### src/rtl/vae_frame_sequencer_if.sv
// Stream, BRAM and autoencoder strobes of the frame sequencer grouped in one bundle.
// master is the sequencer side, slave is the surrounding fabric / testbench side.
interface vae_frame_sequencer_if #(
  parameter int ADDR_W = 10
);
  logic              s_valid;
  logic              s_last;
  logic              s_ready;
  logic [ADDR_W-1:0] in_addr;
  logic              vae_done_m;
  logic              vae_last_m;
  logic              vae_done_s;
  logic              vae_last_s;
  logic [ADDR_W-1:0] res_addr;
  logic              res_we;
  logic              res_en;
  logic              m_ready;
  logic              m_valid;
  logic              m_last;
  logic [ADDR_W-1:0] frame_len;
  logic              busy;
  logic              err_timeout;

  modport master (
    input  s_valid, s_last, vae_done_s, vae_last_s, m_ready,
    output s_ready, in_addr, vae_done_m, vae_last_m, res_addr, res_we, res_en,
           m_valid, m_last, frame_len, busy, err_timeout
  );

  modport slave (
    output s_valid, s_last, vae_done_s, vae_last_s, m_ready,
    input  s_ready, in_addr, vae_done_m, vae_last_m, res_addr, res_we, res_en,
           m_valid, m_last, frame_len, busy, err_timeout
  );
endinterface

### src/rtl/vae_frame_sequencer.sv
// Frame sequencer: load input BRAM, feed the autoencoder, collect results, stream them out.
// Optional DRAIN watchdog enabled by defining SEQ_WATCHDOG_EN.
module vae_frame_sequencer #(
  parameter int ADDR_W      = 10,
  parameter int RES_BASE    = 0,
  parameter int WDOG_CYCLES = 4096
) (
  input logic                   aclk,
  input logic                   areset,
  vae_frame_sequencer_if.master bus
);
  typedef enum logic [1:0] {LOAD, FEED, DRAIN, SEND} state_t;

  localparam logic [ADDR_W-1:0] ADDR_MAX  = '1;
  localparam logic [ADDR_W-1:0] RES_START = ADDR_W'(RES_BASE);
  localparam logic [ADDR_W-1:0] ONE       = ADDR_W'(1);

  if (WDOG_CYCLES < 2) begin : g_bad_wdog
    $error("WDOG_CYCLES must be at least 2");
  end

  state_t            state, next_state;
  logic              s_ready_q, done_m_q, last_m_q, m_valid_q, m_last_q;
  logic [ADDR_W-1:0] in_addr_q, frame_len_q, res_addr_q, k_q, m_cnt_q, rd_cnt_q;
  logic              accept, load_end, feed_end, res_write, drain_end, send_end, wdog_fire;
  logic              can_read, res_we_c, res_en_c, busy_c;

  assign accept    = (state == LOAD) && s_ready_q && bus.s_valid;
  assign load_end  = accept && (bus.s_last || in_addr_q == ADDR_MAX);
  // frame_len of 0 means a full 2^ADDR_W frame, so the last address is frame_len-1 mod 2^ADDR_W
  assign feed_end  = (state == FEED) && (in_addr_q == frame_len_q - ONE);
  assign res_write = (state == DRAIN) && bus.vae_done_s;
  assign drain_end = res_write && bus.vae_last_s;
  assign can_read  = (!m_valid_q || bus.m_ready) && (rd_cnt_q != m_cnt_q);
  assign send_end  = (state == SEND) && m_valid_q && bus.m_ready && m_last_q;

  always_ff @(posedge aclk or posedge areset) begin
    if (areset) state <= LOAD;
    else        state <= next_state;
  end

  always_comb begin
    next_state = state;
    busy_c     = (state != LOAD);
    res_we_c   = res_write;
    res_en_c   = 1'b0;
    case (state)
      LOAD:  if (load_end) next_state = FEED;
      FEED:  if (feed_end) next_state = DRAIN;
      DRAIN: begin
        if (drain_end)      next_state = SEND;
        else if (wdog_fire) next_state = LOAD;
      end
      SEND: begin
        res_en_c = can_read;
        if (send_end) next_state = LOAD;
      end
      default: next_state = LOAD;
    endcase
  end

  always_ff @(posedge aclk or posedge areset) begin
    if (areset) begin
      s_ready_q   <= 1'b0;
      done_m_q    <= 1'b0;
      last_m_q    <= 1'b0;
      m_valid_q   <= 1'b0;
      m_last_q    <= 1'b0;
      in_addr_q   <= '0;
      frame_len_q <= '0;
      res_addr_q  <= '0;
      k_q         <= '0;
      m_cnt_q     <= '0;
      rd_cnt_q    <= '0;
    end else begin
      s_ready_q <= (next_state == LOAD);
      // BRAM read latency 1: strobes trail the FEED address by one cycle
      done_m_q  <= (state == FEED);
      last_m_q  <= feed_end;
      case (state)
        LOAD: begin
          if (accept) begin
            frame_len_q <= frame_len_q + ONE;
            in_addr_q   <= load_end ? '0 : in_addr_q + ONE;
          end
        end
        FEED: begin
          in_addr_q <= feed_end ? '0 : in_addr_q + ONE;
          if (feed_end) begin
            res_addr_q <= RES_START;
            k_q        <= '0;
          end
        end
        DRAIN: begin
          if (res_write) begin
            k_q        <= k_q + ONE;
            res_addr_q <= drain_end ? RES_START : res_addr_q + ONE;
          end
          if (drain_end) begin
            m_cnt_q  <= k_q + ONE;
            rd_cnt_q <= '0;
          end
          if (wdog_fire) begin
            frame_len_q <= '0;
            res_addr_q  <= '0;
          end
        end
        SEND: begin
          // output stage: the BRAM output register holds the word while m_valid waits
          if (res_en_c) begin
            res_addr_q <= res_addr_q + ONE;
            rd_cnt_q   <= rd_cnt_q + ONE;
            m_valid_q  <= 1'b1;
            m_last_q   <= (rd_cnt_q + ONE == m_cnt_q);
          end else if (bus.m_ready) begin
            m_valid_q <= 1'b0;
            m_last_q  <= 1'b0;
          end
          if (send_end) begin
            frame_len_q <= '0;
            res_addr_q  <= '0;
          end
        end
        default: ;
      endcase
    end
  end

`ifdef SEQ_WATCHDOG_EN
  localparam int WD_W = $clog2(WDOG_CYCLES) + 1;
  logic [WD_W-1:0] wdog_q;
  logic            err_q;

  assign wdog_fire = (state == DRAIN) && !bus.vae_done_s &&
                     (wdog_q == WD_W'(WDOG_CYCLES - 1));

  always_ff @(posedge aclk or posedge areset) begin
    if (areset) begin
      wdog_q <= '0;
      err_q  <= 1'b0;
    end else begin
      if (state != DRAIN || bus.vae_done_s) wdog_q <= '0;
      else                                  wdog_q <= wdog_q + WD_W'(1);
      if (wdog_fire) err_q <= 1'b1;
    end
  end

  assign bus.err_timeout = err_q;
`else
  assign wdog_fire       = 1'b0;
  assign bus.err_timeout = 1'b0;
`endif

  assign bus.s_ready    = s_ready_q;
  assign bus.in_addr    = in_addr_q;
  assign bus.vae_done_m = done_m_q;
  assign bus.vae_last_m = last_m_q;
  assign bus.res_addr   = res_addr_q;
  assign bus.res_we     = res_we_c;
  assign bus.res_en     = res_en_c;
  assign bus.m_valid    = m_valid_q;
  assign bus.m_last     = m_last_q;
  assign bus.frame_len  = frame_len_q;
  assign bus.busy       = busy_c;
endmodule

### src/flat_wrapper.sv
// flat-port wrapper written by rule: the top's interface ports become plain ports
module vae_frame_sequencer_flat 
#(
  parameter int ADDR_W      = 10,
  parameter int RES_BASE    = 0,
  parameter int WDOG_CYCLES = 4096
)
  (aclk, areset, bus_s_valid, bus_s_last, bus_vae_done_s, bus_vae_last_s, bus_m_ready, bus_s_ready, bus_in_addr, bus_vae_done_m, bus_vae_last_m, bus_res_addr, bus_res_we, bus_res_en, bus_m_valid, bus_m_last, bus_frame_len, bus_busy, bus_err_timeout);
  vae_frame_sequencer_if #(.ADDR_W(ADDR_W)) bus_i ();
  input logic aclk;
  input logic areset;
  input wire logic [$bits(bus_i.s_valid)-1:0] bus_s_valid;
  input wire logic [$bits(bus_i.s_last)-1:0] bus_s_last;
  input wire logic [$bits(bus_i.vae_done_s)-1:0] bus_vae_done_s;
  input wire logic [$bits(bus_i.vae_last_s)-1:0] bus_vae_last_s;
  input wire logic [$bits(bus_i.m_ready)-1:0] bus_m_ready;
  output wire logic [$bits(bus_i.s_ready)-1:0] bus_s_ready;
  output wire logic [$bits(bus_i.in_addr)-1:0] bus_in_addr;
  output wire logic [$bits(bus_i.vae_done_m)-1:0] bus_vae_done_m;
  output wire logic [$bits(bus_i.vae_last_m)-1:0] bus_vae_last_m;
  output wire logic [$bits(bus_i.res_addr)-1:0] bus_res_addr;
  output wire logic [$bits(bus_i.res_we)-1:0] bus_res_we;
  output wire logic [$bits(bus_i.res_en)-1:0] bus_res_en;
  output wire logic [$bits(bus_i.m_valid)-1:0] bus_m_valid;
  output wire logic [$bits(bus_i.m_last)-1:0] bus_m_last;
  output wire logic [$bits(bus_i.frame_len)-1:0] bus_frame_len;
  output wire logic [$bits(bus_i.busy)-1:0] bus_busy;
  output wire logic [$bits(bus_i.err_timeout)-1:0] bus_err_timeout;
  assign bus_i.s_valid = bus_s_valid;
  assign bus_i.s_last = bus_s_last;
  assign bus_i.vae_done_s = bus_vae_done_s;
  assign bus_i.vae_last_s = bus_vae_last_s;
  assign bus_i.m_ready = bus_m_ready;
  assign bus_s_ready = bus_i.s_ready;
  assign bus_in_addr = bus_i.in_addr;
  assign bus_vae_done_m = bus_i.vae_done_m;
  assign bus_vae_last_m = bus_i.vae_last_m;
  assign bus_res_addr = bus_i.res_addr;
  assign bus_res_we = bus_i.res_we;
  assign bus_res_en = bus_i.res_en;
  assign bus_m_valid = bus_i.m_valid;
  assign bus_m_last = bus_i.m_last;
  assign bus_frame_len = bus_i.frame_len;
  assign bus_busy = bus_i.busy;
  assign bus_err_timeout = bus_i.err_timeout;
  vae_frame_sequencer #(.ADDR_W(ADDR_W), .RES_BASE(RES_BASE), .WDOG_CYCLES(WDOG_CYCLES)) u_core (.aclk(aclk), .areset(areset), .bus(bus_i));
endmodule
### config.mk
export PLATFORM = sky130hd
export DESIGN_NAME = vae_frame_sequencer_flat
export DESIGN_NICKNAME = d
export VERILOG_FILES = /design/src/rtl/vae_frame_sequencer_if.sv /design/src/rtl/vae_frame_sequencer.sv /design/src/flat_wrapper.sv
export SDC_FILE = /design/constraint.sdc
export NUM_CORES = 1
export LEC_CHECK = 0
export CORE_ASPECT_RATIO = 0.6
export CORE_UTILIZATION = 45
export CTS_BUF_LIST = sky130_fd_sc_hd__clkbuf_8
export DETAILED_ROUTE_END_ITERATION = 12
export DONT_BUFFER_PORTS = 1
export GPL_TIMING_DRIVEN = 0
export PLACE_DENSITY = 0.6
export REMOVE_ABC_BUFFERS = 1
export SLEW_MARGIN = 20
export SYNTH_ARGS = -nofsm -noshare
export SYNTH_HDL_FRONTEND = slang
export SYNTH_SLANG_ARGS = --single-unit
### constraint.sdc
create_clock -name aclk -period 3.1 [get_ports aclk]
set_input_delay 0.465 -clock aclk [delete_from_list [all_inputs] [get_ports aclk]]
set_output_delay 0.465 -clock aclk [all_outputs]
set_load 0.02 [all_outputs]
==> results of run 1 <==
[sequential cells by signal, indices dropped and copies added (netlist names)]
register / count
u_core.bus.frame_len: 10
u_core.bus.in_addr: 10
u_core.bus.res_addr: 10
u_core.k_q: 10
u_core.m_cnt_q: 10
u_core.rd_cnt_q: 10
u_core.state: 2
u_core.bus.m_last: 1
u_core.bus.m_valid: 1
u_core.bus.s_ready: 1
u_core.bus.vae_done_m: 1
u_core.bus.vae_last_m: 1
[worst max path at each step]
stage,startpoint,endpoint,slack [ps],depth (start not counted)
3_3_place_gp,u_core.bus.frame_len[0],u_core.bus.res_addr[9],-630,9
6_report,u_core.bus.frame_len[0],u_core.bus.res_addr[9],30,9
3_5_place_dp,u_core.bus.frame_len[0],u_core.bus.res_addr[9],-640,9
5_1_grt,u_core.bus.frame_len[0],u_core.bus.res_addr[8],-60,9
2_1_floorplan,u_core.bus.frame_len[0],u_core.bus.res_addr[9],-30,9
4_1_cts,u_core.bus.frame_len[0],u_core.bus.res_addr[8],7,9
[per-layer routing]
layer  up-vias  part of all wire [%]  routed length (um)  GRT usage [%]
li1       1788                     -                   -              -
met1      1837                    51                5755          35.94
met2       115                    42                4714          33.33
met3         8                   7.0                 790          7.172
met4         0                  0.55                  62          4.706
met5         -                     0                   0              0
[critical path: stages (launching register included)]
cell and delay, ps:
dfrtp_2 510, inv_1 130, ha_4 180, or4b_1 480
o21ai_0 250, a32o_2 230, o2111ai_4 200, o21a_4 310
or3_4 450, o31ai_1 230
[kinds of logic (layout without fill, tap and decap cells)]
group / after synthesis / in the layout / share of synthesized area (%)
and+or+nand+nor: 191 / 191 / 22.32
muxes: 4 / 4 / 0.9678
xor gates and xnor gates: 36 / 36 / 7.390
AOI/OAI and AO/OA: 141 / 142 / 21.91
buffers and inverters: 50 / 41 / 4.809
DFF: 67 / 67 / 39.30
other: 1 / 1 / 0.08789
adders and majority gates: 11 / 11 / 3.226
[layout make-up]
cell class	count	area share, %
inverter	18	1.509
clock buffer	10	2.963
clock inverter	6	1.212
sequential	67	36.23
timing repair buffer	7	1.509
multi-input combinational	385	53.07
tap	130	3.502
[power groups by stage]
stage | combinational, W | sequential, W | clock (W)
finish | 0.00170 | 0.00146 | 0.000739
global route | 0.00191 | 0.00149 | 0.000801
CTS | 0.00164 | 0.00145 | 0.000753
detailed placement | 0.00154 | 0.00147 | 0
global placement | 0.00147 | 0.00146 | 0
floorplan | 0.00117 | 0.00138 | 0
[per-stage QoR]
stage	TNS (ps)	hold slack (ps)	setup WS (ps)
after floorplan	-30.26	469.2	-30.26
after global placement	-10390	500.9	-633.4
after detailed placement	-11270	334.6	-643.0
after CTS	0	293.1	6.954
after global routing	-127.7	290.0	-57.02
final	0	305.7	34.89
[synth_stat cells (9+ instances only)]
cell,number,area (um^2)
o31ai_1,19,142.6
and3_1,12,75.07
xnor2_1,19,166.4
nor3_1,18,90.09
inv_1,17,63.81
ha_1,11,137.6
xor2_1,17,148.9
o21ai_0,34,170.2
dfrtp_1,67,1677
clkbuf_1,25,93.84
nand2b_1,9,56.30
nor2_1,31,116.4
o21ai_1,17,85.08
nand4_1,9,56.30
a21oi_1,21,105.1
nand2_1,56,210.2
nand3_1,22,110.1
[cell usage in the layout, fill, tap and decap left out, types with 3 or more instances in the layout]
| master | n |
|---|---|
| or3_1 | 6 |
| nor2_1 | 31 |
| buf_4 | 3 |
| nand3_1 | 21 |
| mux2i_1 | 3 |
| o2111ai_1 | 5 |
| o21ai_1 | 17 |
| inv_1 | 17 |
| nand2b_1 | 9 |
| clkbuf_8 | 10 |
| nor4_1 | 6 |
| dfrtp_1 | 62 |
| a31oi_1 | 4 |
| and3_1 | 12 |
| xor2_1 | 17 |
| a21oi_1 | 20 |
| or2_2 | 3 |
| o41ai_1 | 5 |
| nand4_1 | 9 |
| and2_1 | 4 |
| ha_1 | 9 |
| o31ai_1 | 19 |
| o21ai_0 | 32 |
| clkinv_2 | 3 |
| dfrtp_2 | 5 |
| xnor2_1 | 19 |
| nor3_1 | 18 |
| a21o_1 | 5 |
| nor2b_1 | 5 |
| nand2_1 | 56 |
[repair_timing]
action | 4_1_cts | 5_1_grt
gates resized for setup | 10 | 9
hold buffers | 1 | 0
hold endpoints to repair | 22 | 0
endpoints found under the setup margin | 34 | 29
pin swaps | 1 | 1
gates cloned | 1 | 0
setup buffers | 4 | 0
==> results.ini, run 1 <==
[run_status]
status = finished, final reports clean

[final_layout]
nFillCells = 887
fin_cells = 623
final_net_count = 506
regArea_um2 = 1683
stdcell_area_um2 = 4644
layout-drive-gt1-share_pct = 9.939
n_antenna_cell = 0
area_delta_synth_final_pct = 8.856
multiInputGateArea_um2 = 2465
fin_util_pct = 50.54

[drt]
drtIter0Drc = 358
num_vias = 3748
ant_nets = 0
drc = 0
wl_per_cell_um = 18.17
wl_mm = 11.32
drt-vias-per-instance = 6.016
firstDrtPassIters = 5

[power]
power_frac_comb_pct = 43.6
total_power_w = 0.003903
switchingPower_w = 0.001872
p_leak_nw = 2.023
peakVddDrop_uv = 331.0
clock_power_share_pct = 18.9
p_seq_share_pct = 37.4
p_sw_share_pct = 47.96
pwr_density_cell_nw_per_um2 = 840.3
internal_power_w = 0.002031

[cts]
clock_sinks = 67
clock_latency_ps = 350
max-clock-path-buffers = 2
cts_tree = done
cts-buffers-inserted = 9
h-tree-depth = 3
clk_pin_slew_worst_paths_ps = 80
cts-root-buf = clkbuf_8

[logic_synthesis]
synth_cells = 501
synthArstFlopShare_pct = 100.0
ys_types = 61
synth_edf_count = 0
ys_seq_area_share_pct = 39.30
ys.flop_type = dfrtp_1
ys_ff_latch = 67
syn_area_per_cell_um2 = 8.516
ys.warnings.count = 0
synth_area_um2 = 4267

[timing]
finClkSkew_ps = 9.910
tightest_slew_ps = 733.3
clock.fmax_mhz = 326.3
setup_viol = 0
final-max-slew-violation-count = 0
fin_crit_ps = 3065
fin_crit_sh_pct = 98.87
max-slew-margin-rel_pct = 50.79
hold_violations = 0

[grt]
grt_overflow = 0
grtUsageTotal_pct = 23.89
grt_antenna_before_repair = 0
grt_max_degree = 46
grt_pass1_wl_mm = 18.46
grt_pass1_vias = 3487

[worst_setup_path]
cp_max_fo = 9
critPathLaunchType = register
crit_path_end_kind = register
path_class = register to register
cp.arrival_ps = 3320
r2r_setup_slack_ps = 30
reg2reg_depth = 9
reg2reg_to = u_core.bus.res_addr[9]
rr_startpoint = u_core.bus.frame_len[0]
cp.required_ps = 3360

[placed_design]
place.gp.congestion = 0.8157
place_area_um2 = 4329
portBuffers = 0
hpwlAfterDp_mm = 7.881
dp.cells = 601

[floorplanning]
placeableCoreArea_um2 = 9189
rows = 27
start_util_pct = 46.43
pin_count = 46
die_w_um = 127.7
die_h_um = 77.43
die_area_um2 = 9888

[min_path]
min_from = bus_m_ready
min_to = u_core.bus.m_valid
hp-class = input port to register
holdPathStages = 2

[run]
drv_cap = 0

(Power assumes the default switching activity.)
==> run 2, diff against run 1 <==
- CORE_MARGIN: unset -> 2
- RECOVER_POWER: unset -> 100
==> run 2 against run 1 <==
Setup slack better by 110 ps. Sequential share of layout area is 0.40 points higher. Register-to-register slack better by 110 ps. Design area is 1.1% lower. Fmax is 3.7% higher. Flip-flop and latch count stayed put. Count of clock-buffer cells in the layout is 1 higher. Clock skew is 1.8 ps higher. Largest cell class unchanged. Combinational power hardly changed. Via count is 2.1% lower. Final cell count is 0.32% lower. Non-clock buffer count stayed put.
==> results.ini, run 2 (synthesized netlist as in run 1, its figures left out) <==
[power]
clock_power_share_pct = 17.4
power_frac_comb_pct = 44.5
pwr_density_cell_nw_per_um2 = 832.1
internal_power_w = 0.001963
p_seq_share_pct = 38.1
p_leak_nw = 1.996
switchingPower_w = 0.001859
p_sw_share_pct = 48.65
peakVddDrop_uv = 322.0

[floorplanning]
pin_count = 46
die_w_um = 129.7
die_area_um2 = 10300
start_util_pct = 46.43
die_h_um = 79.43
placeableCoreArea_um2 = 9189
rows = 27

[drt]
num_vias = 3668
firstDrtPassIters = 5
ant_nets = 0
drc = 0
drtIter0Drc = 378
wl_per_cell_um = 17.53
drt-vias-per-instance = 5.907
wl_mm = 10.89

[worst_setup_path]
cp.arrival_ps = 3230
cp_max_fo = 9
critPathLaunchType = register
crit_path_end_kind = register
cp.required_ps = 3380
r2r_setup_slack_ps = 140
reg2reg_depth = 9
path_class = register to register

[cts]
cts-buffers-inserted = 9
clk_pin_slew_worst_paths_ps = 80
h-tree-depth = 3
cts_tree = done
max-clock-path-buffers = 2
clock_sinks = 67
clock_latency_ps = 370
cts-root-buf = clkbuf_8

[final_layout]
n_antenna_cell = 0
layout_common_cells = 62 x dfrtp_1, 56 x nand2_1, 41 x o21ai_0
stdcell_area_um2 = 4593
final_net_count = 506
area_delta_synth_final_pct = 7.654
layout-drive-gt1-share_pct = 9.369
fin_cells = 621
final_common_cell = dfrtp_1

[timing]
final-max-slew-violation-count = 0
fin_crit_ps = 2957
finalWorstSetupSlack_ps = 143.4
clock.fmax_mhz = 338.2
setup_viol = 0
finClkSkew_ps = 11.68
fin_crit_sh_pct = 95.38
max-slew-margin-rel_pct = 13.24
hold_violations = 0
tightest_slew_ps = 1301
rsz0062_at_grt = false

[placed_design]
portBuffers = 0
place_area_um2 = 4329
place.gp.congestion = 0.8740
dp.cells = 601
hpwlAfterDp_mm = 7.408
place_ws_ps = -710.4

[grt]
grtUsageTotal_pct = 22.35
grt_antenna_before_repair = 0
grt_pass1_wl_mm = 17.57
grt_pass1_vias = 3259
grt_overflow = 0
grt_max_degree = 54

[min_path]
holdPathStages = 2
hp-class = input port to register

[run_status]
status = finished, final reports clean

[run]
drv_cap = 0

==> run 2: worst paths after layout <==
path,start,to
setup / recovery,u_core.bus.frame_len[0],u_core.bus.res_addr[9]
max in group asynchronous,areset,u_core.bus.frame_len[1]
hold reg to reg,u_core.m_cnt_q[8],u_core.m_cnt_q[8]
hold / removal,bus_m_ready,u_core.bus.m_valid
min in group asynchronous,areset,u_core.bus.in_addr[2]
setup reg to reg,u_core.bus.frame_len[0],u_core.bus.res_addr[9]
==> run 2: worst max-delay path, cell delays in order, from the launching register on <==
cell and delay [ps]:
dfrtp_2 510, inv_1 120, ha_4 200, nor2b_1 130, or3_1 360, a31oi_2 320, o2111ai_4 240, o21a_4 300
or3_4 440, o31ai_1 230
==> run 2: layer usage <==
layer | track usage, % | vias to the layer above | wire, um
li1 | - | 1792 | -
met1 | 33.76 | 1767 | 5688
met2 | 30.05 | 96 | 4396
met3 | 7.775 | 13 | 688
met4 | 5.484 | 0 | 115
met5 | 0 | - | 0
==> run 2: through the flow <==
stage | utilization, % | TNS, ps | hold slack [ps] | total power (W)
5_1_grt | 49.99 | 0 | 266.4 | 0.004105
3_5_place_dp | 47.11 | -13480 | 282.3 | 0.003015
3_3_place_gp | 46.70 | -10710 | 489.8 | 0.002941
4_1_cts | 49.81 | 0 | 269.1 | 0.003768
2_1_floorplan | - | -30.26 | 469.2 | 0.002544
6_report | 49.99 | 0 | 283.3 | 0.003822
==> run 2: area by class of cell <==
type                            count  area, um^2
Fill cell                         871        4596
Multi-Input combinational cell    385        2464
Sequential cell                    67        1683
Tap cell                          130       162.7
Clock buffer                       11       151.4
Inverter                           18       68.82
Timing Repair Buffer                7       47.55
Clock inverter                      3       16.27
==> run 2: power groups by stage <==
stage / combinational, W / clock, W / sequential, W
after floorplan: 0.00117 / 0 / 0.00138
after global placement: 0.00148 / 0 / 0.00146
after detailed placement: 0.00154 / 0 / 0.00147
after CTS: 0.00163 / 0.000683 / 0.00145
after global routing: 0.00188 / 0.000728 / 0.00149
final: 0.00170 / 0.000665 / 0.00146
==> run 2: repair_timing <==
action	CTS	global route
gates cloned	1	0
pin swaps	1	0
endpoints found under the setup margin	36	34
hold buffers	1	0
gates resized for setup	11	8
buffers inserted	3	1
hold endpoints to repair	14	0
==> run 3, diff against run 2 <==
- GPL_ROUTABILITY_DRIVEN: unset -> 0
- clock period: 3.1 -> 2.9 ns (I/O delays scaled with it)
==> run 3 against run 2 <==
Global-route usage grew 0.28 points. Sequential share of layout area shrank 0.97 points. Clock power grew 6.9%. Critical path type unchanged. Die area is the same. Via count grew 0.22%. Setup slack lost 97 ps. Count of clock-buffer cells in the layout is the same. Design area grew 2.9%. Core utilization grew 1.4 points.
==> results.ini, run 3 (synthesized netlist as in run 1, its figures left out) <==
[timing]
rsz0062_at_grt = true
finClkSkew_ps = 9.958
hold_violations = 0
final.setup.tns_ps = 0
setup_viol = 0
clock.fmax_mhz = 350.5
fin_crit_ps = 2853
tightest_slew_ps = 1312
max-slew-margin-rel_pct = 12.50
finalWorstSetupSlack_ps = 46.71
fin_crit_sh_pct = 98.39
final-max-slew-violation-count = 0

[power]
clock_power_share_pct = 16.9
pwr_density_cell_nw_per_um2 = 889.0
switchingPower_w = 0.002048
p_leak_nw = 2.034
internal_power_w = 0.002152
p_seq_share_pct = 37.1
p_sw_share_pct = 48.76
power_frac_comb_pct = 45.9
peakVddDrop_uv = 352.7
total_power_w = 0.004200

[worst_setup_path]
cp.required_ps = 3130
cp_max_fo = 8
critPathLaunchType = register
path_cells = inv_2, ha_4, inv_1, or4_1, a31o_1, a22o_4, or4_4, o2111ai_1, o31ai_1
cp.arrival_ps = 3090
critical-path-top-delay-family = simple AND/OR/NAND/NOR gates
cpPeakStageDelay_ps = 600
rr_startpoint = u_core.bus.frame_len[0]
r2r_setup_slack_ps = 50
cp_num_cells = 9
crit_path_end_kind = register
reg2reg_depth = 9
path_buf_inv = 2
slowest_stage = or4_4
path_class = register to register
reg2reg_to = u_core.bus.in_addr[7]

[grt]
grt_overflow = 0
grt_antenna_before_repair = 0
grt_pass1_wl_mm = 17.77
grtUsageTotal_pct = 22.63
grt_max_degree = 54
grt_pass1_vias = 3290

[run_status]
status = finished, final reports clean

[cts]
clock_sinks = 67
clk_pin_slew_worst_paths_ps = 80
cts_tree = done
cts-root-buf = clkbuf_8
clock_latency_ps = 360
max-clock-path-buffers = 2
cts-buffers-inserted = 9
h-tree-depth = 3

[drt]
num_vias = 3676
drt-vias-per-instance = 5.863
wl_per_cell_um = 17.78
ant_nets = 0
drc = 0
drtIter0Drc = 367
wl_mm = 11.15
firstDrtPassIters = 5

[final_layout]
layout-drive-gt1-share_pct = 13.28
final_net_count = 512
area_delta_synth_final_pct = 10.73
final_common_cell = dfrtp_1
n_antenna_cell = 0
fin_cells = 627
layout_common_cells = 60 x dfrtp_1, 56 x nand2_1, 31 x o21ai_0, 31 x nor2_1, 21 x nand3_1
stdcell_area_um2 = 4725

[floorplanning]
pin_count = 46
rows = 27
die_h_um = 79.43
die_w_um = 129.7
die_area_um2 = 10300
placeableCoreArea_um2 = 9189
start_util_pct = 46.43

[placed_design]
hpwlAfterDp_mm = 7.408
place_ws_ps = -910.4
place_area_um2 = 4329
dp.cells = 601
portBuffers = 0

[min_path]
min_to = u_core.bus.m_valid
min_from = bus_m_ready
holdPathStages = 2
hp-class = input port to register

[run]
drv_cap = 0

## run 3: worst max-delay path by stage
stage / startpoint / slack [ps] / end
floorplan: u_core.bus.frame_len[0] / -230 / u_core.bus.res_addr[9]
global placement: u_core.bus.frame_len[0] / -830 / u_core.bus.res_addr[9]
detailed placement: u_core.bus.frame_len[0] / -910 / u_core.bus.res_addr[9]
CTS: u_core.bus.frame_len[2] / -20 / u_core.bus.res_addr[9]
global route: u_core.bus.frame_len[0] / -40 / u_core.bus.res_addr[9]
finish: u_core.bus.frame_len[0] / 50 / u_core.bus.in_addr[7]
## run 3: final cells by class
cell class	instances	area, um^2
repair buffers	11	71.32
clock buffers	11	151.4
inverters	18	68.82
fillers	856	4464
flip-flops and latches	67	1685
well taps	130	162.7
clock inverters	3	16.27
multi-input cells	387	2569
## run 3: what timing repair did
action,4_1_cts,5_1_grt
gates resized for setup,23,18
gates cloned,1,2
pin swaps,1,6
endpoints found under the setup margin,41,27
hold buffers,1,0
setup buffers,4,4
hold endpoints to repair,14,0
## run 3: routing by layer
metal / routed length, um / part of all wire, % / vias up / GRT usage, %
li1: - / - / 1801 / -
met1: 5632 / 51 / 1762 / 34.05
met2: 4615 / 41 / 102 / 30.68
met3: 808 / 7.2 / 11 / 7.775
met4: 92 / 0.83 / 0 / 5.484
met5: 0 / 0 / - / 0
## run 3: through the flow
stage          hold WS [ps]  utilization, %
4_1_cts               239.1           50.37
3_5_place_dp          252.3           47.11
5_1_grt               236.8           51.42
6_report              253.0           51.42
2_1_floorplan         469.2               -
3_3_place_gp          489.8           46.70
## run 3: power by group through the flow
stage | logic (W) | clock network [W] | registers [W]
finish | 0.00193 | 0.000711 | 0.00156
global route | 0.00214 | 0.000778 | 0.00160
CTS | 0.00181 | 0.000730 | 0.00155
detailed placement | 0.00165 | 0 | 0.00157
global placement | 0.00158 | 0 | 0.00156
floorplan | 0.00125 | 0 | 0.00147
